`src/rtl/uart_program_loader.sv`:
```
// UART (8N1) program loader: packs byte pairs into program words and strobes them
// into program memory at an auto-incrementing address.
module uart_program_loader #(
    parameter int unsigned ADDR_WIDTH        = 8,
    parameter int unsigned INSTRUCTION_WIDTH = 4,
    parameter int unsigned DATA_WIDTH        = ADDR_WIDTH + INSTRUCTION_WIDTH,
    parameter int unsigned CLKS_PER_BIT      = 868,
    parameter int unsigned TIMEOUT_BITS      = 20
) (
    input  logic                  clk,
    input  logic                  reset,
    input  logic                  rx,
    input  logic                  rewind,
    output logic                  program_write,
    output logic [DATA_WIDTH-1:0] program_cmd,
    output logic [ADDR_WIDTH-1:0] uart_address,
    output logic                  busy,
    output logic                  frame_error,
    output logic                  overflow
);

    localparam int unsigned HiW       = DATA_WIDTH - 8;
    localparam int unsigned CntW      = $clog2(CLKS_PER_BIT);
    localparam int unsigned TmoCycles = TIMEOUT_BITS * CLKS_PER_BIT;
    localparam int unsigned TmoW      = $clog2(TmoCycles);

    typedef enum logic [1:0] {StIdle, StStart, StData, StStop} state_e;

    state_e                state_q, state_d;
    logic                  rx_meta_q, rx_sync_q;
    logic [CntW-1:0]       cnt_q, cnt_d;
    logic [2:0]            bit_idx_q;
    logic [7:0]            shift_q;
    logic                  phase_q, phase_d;
    logic [HiW-1:0]        b0_q, b0_d;
    logic                  write_q, write_d;
    logic [DATA_WIDTH-1:0] cmd_q, cmd_d;
    logic [ADDR_WIDTH-1:0] addr_q, addr_d;
    logic                  ovf_q, ovf_d;
    logic                  ferr_q;
    logic [TmoW-1:0]       tmo_cnt_q, tmo_cnt_d;

    logic bit_end, start_mid, data_sample, stop_ok, stop_bad, cnt_clr;
    logic phase_eff, tmo_run, tmo_hit;

    always_ff @(posedge clk) begin
        if (reset) begin
            state_q <= StIdle;
        end else begin
            state_q <= state_d;
        end
    end

    always_comb begin
        state_d = state_q;
        unique case (state_q)
            StIdle:  if (!rx_sync_q) state_d = StStart;
            StStart: if (start_mid) state_d = rx_sync_q ? StIdle : StData;
            StData:  if (data_sample && bit_idx_q == 3'd7) state_d = StStop;
            StStop:  if (bit_end) state_d = StIdle;
            default: state_d = StIdle;
        endcase
    end

    always_comb begin
        bit_end     = (cnt_q == CntW'(CLKS_PER_BIT - 1));
        start_mid   = (state_q == StStart) && (cnt_q == CntW'(CLKS_PER_BIT / 2));
        data_sample = (state_q == StData) && bit_end;
        stop_ok     = (state_q == StStop) && bit_end && rx_sync_q;
        stop_bad    = (state_q == StStop) && bit_end && !rx_sync_q;
        cnt_clr     = (state_q == StIdle) || start_mid ||
                      (((state_q == StData) || (state_q == StStop)) && bit_end);
    end

    // Rewind makes the byte completing this cycle (if any) count as the first of a pair.
    always_comb begin
        cnt_d     = cnt_clr ? '0 : cnt_q + CntW'(1);
        phase_eff = phase_q && !rewind;
        phase_d   = phase_eff;
        b0_d      = b0_q;
        write_d   = 1'b0;
        cmd_d     = cmd_q;
        tmo_run   = phase_q && (state_q == StIdle);
        tmo_hit   = tmo_run && (tmo_cnt_q == TmoW'(TmoCycles - 1));
        tmo_cnt_d = (tmo_run && !tmo_hit) ? tmo_cnt_q + TmoW'(1) : '0;
        if (stop_ok) begin
            if (phase_eff) begin
                write_d = 1'b1;
                cmd_d   = {b0_q, shift_q};
                phase_d = 1'b0;
            end else begin
                b0_d    = shift_q[HiW-1:0];
                phase_d = 1'b1;
            end
        end
        if (stop_bad || tmo_hit) phase_d = 1'b0;
        addr_d = addr_q;
        ovf_d  = ovf_q;
        if (write_q) begin
            addr_d = addr_q + ADDR_WIDTH'(1);
            if (&addr_q) ovf_d = 1'b1;
        end
        if (rewind) begin
            addr_d = '0;
            ovf_d  = 1'b0;
        end
    end

    always_ff @(posedge clk) begin
        if (reset) begin
            rx_meta_q <= 1'b1;
            rx_sync_q <= 1'b1;
            cnt_q     <= '0;
            bit_idx_q <= '0;
            shift_q   <= '0;
            phase_q   <= 1'b0;
            b0_q      <= '0;
            write_q   <= 1'b0;
            cmd_q     <= '0;
            addr_q    <= '0;
            ovf_q     <= 1'b0;
            ferr_q    <= 1'b0;
            tmo_cnt_q <= '0;
        end else begin
            rx_meta_q <= rx;
            rx_sync_q <= rx_meta_q;
            cnt_q     <= cnt_d;
            if (start_mid) bit_idx_q <= '0;
            if (data_sample) begin
                shift_q   <= {rx_sync_q, shift_q[7:1]};
                bit_idx_q <= bit_idx_q + 3'd1;
            end
            phase_q   <= phase_d;
            b0_q      <= b0_d;
            write_q   <= write_d;
            cmd_q     <= cmd_d;
            addr_q    <= addr_d;
            ovf_q     <= ovf_d;
            ferr_q    <= stop_bad;
            tmo_cnt_q <= tmo_cnt_d;
        end
    end

    assign program_write = write_q;
    assign program_cmd   = cmd_q;
    assign uart_address  = addr_q;
    assign busy          = (state_q != StIdle) || phase_q;
    assign frame_error   = ferr_q;
    assign overflow      = ovf_q;

endmodule

```
`config.mk`:
```
export PLATFORM = sky130hd
export DESIGN_NAME = uart_program_loader
export DESIGN_NICKNAME = d
export VERILOG_FILES = /design/src/rtl/uart_program_loader.sv
export SDC_FILE = /design/constraint.sdc
export NUM_CORES = 1
export LEC_CHECK = 0
export ABC_AREA = 1
export CAP_MARGIN = 20
export CORE_MARGIN = 1
export CORE_UTILIZATION = 40
export CTS_CLUSTER_DIAMETER = 40
export DETAILED_ROUTE_END_ITERATION = 6
export GPL_ROUTABILITY_DRIVEN = 0
export PLACE_DENSITY_LB_ADDON = 0.1
export SETUP_SLACK_MARGIN = 0.4
export SYNTH_ARGS = -nofsm -noshare
export SYNTH_HDL_FRONTEND = slang
export SYNTH_SLANG_ARGS = --single-unit
export TNS_END_PERCENT = 30
```
`constraint.sdc`:
```
create_clock -name clk -period 2.55 [get_ports clk]
set_input_delay 0.3825 -clock clk [delete_from_list [all_inputs] [get_ports clk]]
set_output_delay 0.3825 -clock clk [all_outputs]
set_load 0.03 [all_outputs]
```
# Word level (Yosys, flattened, before mapping)

Cells that the tools add are included.

Output and inout bits: 24
Bits of input ports: 4
Register bits: 68
Logic and storage cells: 74

Add/sub/neg operators: 4
Multiplexer cells: 11
Bitwise operators: 3
Equal/unequal tests: 11
Reductions and logical operators: 31

Operators with widths:

| operator                | count |
|---|---|
| $add A15 B1 Y15 const B | 1 |
| $eq A15 B15 Y1 const B  | 1 |
| $logic_and A1 B1 Y1     | 11 |
| $add A10 B1 Y10 const B | 1 |
| $eq A10 B10 Y1 const B  | 1 |
| $eq A10 B9 Y1 const B   | 1 |
| $mux W2                 | 5 |
| $reduce_or A2 Y1        | 5 |
| $reduce_and A9 Y1       | 1 |
| $add A8 B1 Y8 const B   | 1 |
| $ne A2 B2 Y1 const B    | 4 |
| $pmux W2 S4             | 1 |
| $mux W3                 | 2 |
| $logic_or A1 B1 Y1      | 5 |
| $eq A2 B2 Y1 const B    | 2 |
| $reduce_and A2 Y1       | 2 |
| $reduce_and A4 Y1       | 1 |
| $reduce_bool A2 Y1      | 2 |
| $add A3 B1 Y3 const B   | 1 |
| $eq A3 B3 Y1 const B    | 1 |
| $logic_not A1 Y1        | 3 |
| $mux W1                 | 3 |
| $not A1 Y1              | 3 |
| $eq A2 B1 Y1 const B    | 1 |
| $logic_not A2 Y1        | 1 |

# Depth between registers and ports, before layout

Depth in word-level cells: 7
Depth in mapped cells: 11
Mapped depth without buffers: 11

# Least setup slack after synthesis

No wires, ideal clock.

Path type: register -> register
Start: register cnt_q[0]
End: register cmd_q[10], in the netlist program_cmd[10]
Path buffers: 1
Arrival time: 1809 ps
Slack: 676 ps
Required time: 2486 ps
Stages on the path, launching flop included: 12
Library setup time: 64 ps
Period minus slack after synthesis: 1874 ps
Path through: dfxtp_1 > ha_1 > nand2_1 > nor2_1 > nand3_1 > nor2_1 > inv_1 > nor2_1 > ha_1 > clkbuf_1 > o21ai_0 > nor2_1

Longest elaborated chain between the ends: 4

Ends and longest elaborated chain:

| what                             | line | source |
|---|---|---|
| start: declaration               | 31   | `logic [CntW-1:0] cnt_q, cnt_d;` |
| start signal: assignment         | 127  | `cnt_q <= cnt_d;` |
| $eq A10 B10 Y1                   | 66   | `bit_end = (cnt_q == CntW'(CLKS_PER_BIT - 1));` |
| $logic_and A1 B1 Y1 (2 in a row) | 69   | `stop_ok = (state_q == StStop) && bit_end && rx_sync_q;` |
| $reduce_and A2 Y1 (no line)      | -    |  |
| end signal: assignment           | 136  | `cmd_q <= cmd_d;` |
| end: declaration                 | 37   | `logic [DATA_WIDTH-1:0] cmd_q, cmd_d;` |

No other way between the ends.
A chain may end at the register's enable or synchronous reset.

# Final worst setup path

Start: register state_q[0]
End: output busy

Longest elaborated chain between the ends: 2

Ends and longest elaborated chain:

| what                     | line | source |
|---|---|---|
| start: declaration       | 29   | `state_e state_q, state_d;` |
| start signal: assignment | 48   | `state_q <= StIdle;` |
| start signal: assignment | 50   | `state_q <= state_d;` |
| $reduce_bool A2 Y1       | 147  | `assign busy = (state_q != StIdle) \|\| phase_q;` |
| $logic_or A1 B1 Y1       | 147  |  |
| end: declaration         | 17   | `output logic busy,` |

No other way between the ends.

==> flow_summary.yaml <==
status:
  status: "complete, no violations"
worst_setup_path:
  arrival_ns: 1.60
  cpPeakStageDelay_ns: 0.68
  cp_max_fo: 4
  critPathRequiredTime_ns: 2.17
  worstSetupEndpointType: "primary output"
  cpMaxStageDelayCell: "clkdlybuf4s50_1"
  startpoint_type: "flop"
  critPathKind: "flop to primary output"
  worst_path_dominant_cell_family: "buffers and inverters"
  crit_chain: "inv_1, nand3_1, clkdlybuf4s50_1"
  crit_buf_inv: 2
layout:
  final_cell_mix: "68 x dfxtp_1, 50 x nor2_1, 46 x inv_1"
  area_growth_syn_to_layout_pct: 22.6
  num_antenna_cells: 0
  mostFrequentLayoutCell: "dfxtp_1"
  seq_area_um2: 1360
  multi_input_area_um2: 1260
  nets: 407
  fillers: 679
  fin_cells: 496
  final_area_um2: 3450
  drive_gt1_share_pct: 10.0
routing:
  viasPerCell: 4.58
  first_iter_violations: 70
  remaining_drc_errors: 0
  detailedRoute.firstPassIterationCount: 6
  wl_per_cell_um: 9.98
  wl_um: 4950
  final_antenna_net_count: 0
  num_vias: 2270
floorplanning:
  dieWidth_um: 85.8
  dieArea_um2: 7370
  num_rows: 30
  die_y_um: 85.8
  io_pins: 28
  start_util_pct: 41.4
  coreArea_um2: 6790
timing:
  setup_viol: 0
  maxSlewViolCount: 0
  final-hold-violation-count: 0
  worstMarginPinSlew_ns: 0.427
  fmax_mhz: 503
  fin_crit_sh_pct: 77.9
  rsz0062_at_grt: "false"
  skew_ns: 0.0107
  tns_ns: 0
  setup_slack_ns: 0.563
  min_period_ns: 1.99
  slew_headroom_pct: 71.5
cts:
  cts.reportedPaths.clkPinSlew_ns: 0.07
  cts_htree_levels: 3
  hold_buffers: 0
  cts.sinks: 68
  clock_latency_ns: 0.34
  cts_tree: "done"
  cts_buffer_depth: 2
  numCtsBuffers: 9
  cts_root_buf: "clkbuf_8"
hold_path:
  hold_path_class: "flop to flop"
power_and_ir_drop:
  power_frac_comb_pct: 3.3
  p_seq_share_pct: 53.2
  p_clk_share_pct: 43.5
  cellPowerDensity_nw_per_um2: 585
  p_sw_uw: 468
  peakVddDrop_mv: 0.239
  netSwitchingFraction_pct: 23.2
  p_leak_uw: 0.00130
  intPower_uw: 1550
  power_uw: 2020
yosys:
  seq_area_frac_synth_pct: 48.4
  syn_area_um2: 2810
  synth_nets: 369
  syn_avg_cell_area_um2: 7.88
  yosys_warnings: 0
  ys_types: 28
  syn_inst: 357
  ys_ff_latch: 68
global_route:
  grt_pass1_vias: 2036
  grt_use_total_pct: 14.8
  grt.overflow.total: 0
  grt_pass1_wl_um: 8650
  grt_antenna_before_repair: 0
  grt_max_degree: 19
placement:
  hpwl_um: 3540
  place_ws_ns: 0.328
  placed_area_um2: 3200
  dp_cells: 476
  portBuffers: 27
job:
  cap_violations: 0
==> Yosys cell counts <==
master    number  area share (%)
nand2_2        1            0.22
inv_4          1            0.22
dfxtp_1       68              48
nor3_2         1            0.36
nand4_2        1            0.44
nor2_2         2            0.44
and3_1         1            0.22
nand4_1        5             1.1
a21oi_1       37             6.6
clkbuf_1       5            0.67
nand3_1       15             2.7
nor2_1        52             6.9
nand3b_1       2            0.53
o21ai_0       29             5.2
ha_1           8             3.6
nor3_1         9             1.6
nor3_4         2             1.2
nand2_1       45             6.0
buf_2          3            0.53
or2_2          2            0.44
xnor2_1        3            0.93
nand3_2        2            0.71
xor2_1        11             3.4
inv_1         46             6.1
o21a_1         1            0.27
nor4_1         1            0.22
nor3b_1        2            0.53
or2_0          2            0.44
==> worst reg2reg max path: stages (launching register included) <==
cell     delay, ns
dfxtp_1       0.38
ha_2          0.22
nand2_1       0.07
nor2_2        0.14
nand3_1       0.15
nor2_1        0.11
inv_1         0.08
nor2_2        0.14
ha_4          0.21
buf_4         0.17
o21ai_0       0.09
a21oi_1       0.11
==> routing by layer <==
metal	vias up	global-route usage (%)	routed length, um
met2	29	22.5	2180
met3	10	3.75	152
li1	1233	-	-
met5	-	0	0
met4	0	7.73	110
met1	998	19.3	2510
==> through the flow <==
stage,hold WS [ns],util (%)
floorplan,0.389,-
global placement,0.393,47.1
detailed placement,0.394,47.1
CTS,0.407,50.0
global route,0.428,50.7
finish,0.405,50.7
==> sequential cells by signal, summed over array words and instances (netlist names), named ones only <==
signal,cells
b0_q,4
bit_idx_q,3
cnt_q,10
frame_error,1
overflow,1
phase_q,1
program_cmd,12
program_write,1
rx_meta_q,1
rx_sync_q,1
shift_q,8
state_q,1
tmo_cnt_q,15
uart_address,8
==> timing repair <==
| action | in CTS | in global routing |
|---|---|---|
| setup buffers | 0 | 4 |
| resized for setup | 1 | 4 |
| setup endpoints to repair | 7 | 12 |
==> final timing paths <==
path | slack, ns | start | end | cells after the start
min | 0.40 | rx_meta_q | rx_sync_q | 1
min reg2reg | 0.40 | rx_meta_q | rx_sync_q | 1
max reg2reg | 0.63 | cnt_q[0] | program_cmd[5] | 11
max | 0.56 | state_q[0] | busy | 3
==> power by group through the flow <==
| stage | logic, uW | registers, uW | clock network, uW |
|---|---|---|---|
| 2_1_floorplan | 45.4 | 1100 | 0 |
| 3_3_place_gp | 67.8 | 1100 | 0 |
| 3_5_place_dp | 67.3 | 1100 | 0 |
| 4_1_cts | 67.4 | 1070 | 910 |
| 5_1_grt | 75.5 | 1070 | 956 |
| 6_report | 66.7 | 1070 | 878 |
==> area by class of cell <==
class / instances / share of cell area (%)
tap: 96 / 3.48
clock inverter: 7 / 2.18
inverter: 47 / 5.19
timing repair buffer: 35 / 9.58
clock buffer: 9 / 3.59
multi-input combinational: 234 / 36.5
sequential: 68 / 39.5
==> cells by family after synthesis <==
| family | share of synthesized area [%] |
|---|---|
| adder cells (fa/ha/maj) | 3.56 |
| AND/OR/NAND/NOR | 24.1 |
| XOR/XNOR | 4.36 |
| buffers and inverters | 7.57 |
| AO/OA/AOI/OAI | 12.0 |
| flip-flops | 48.4 |
No activity file was read; power rests on OpenSTA's default activity.
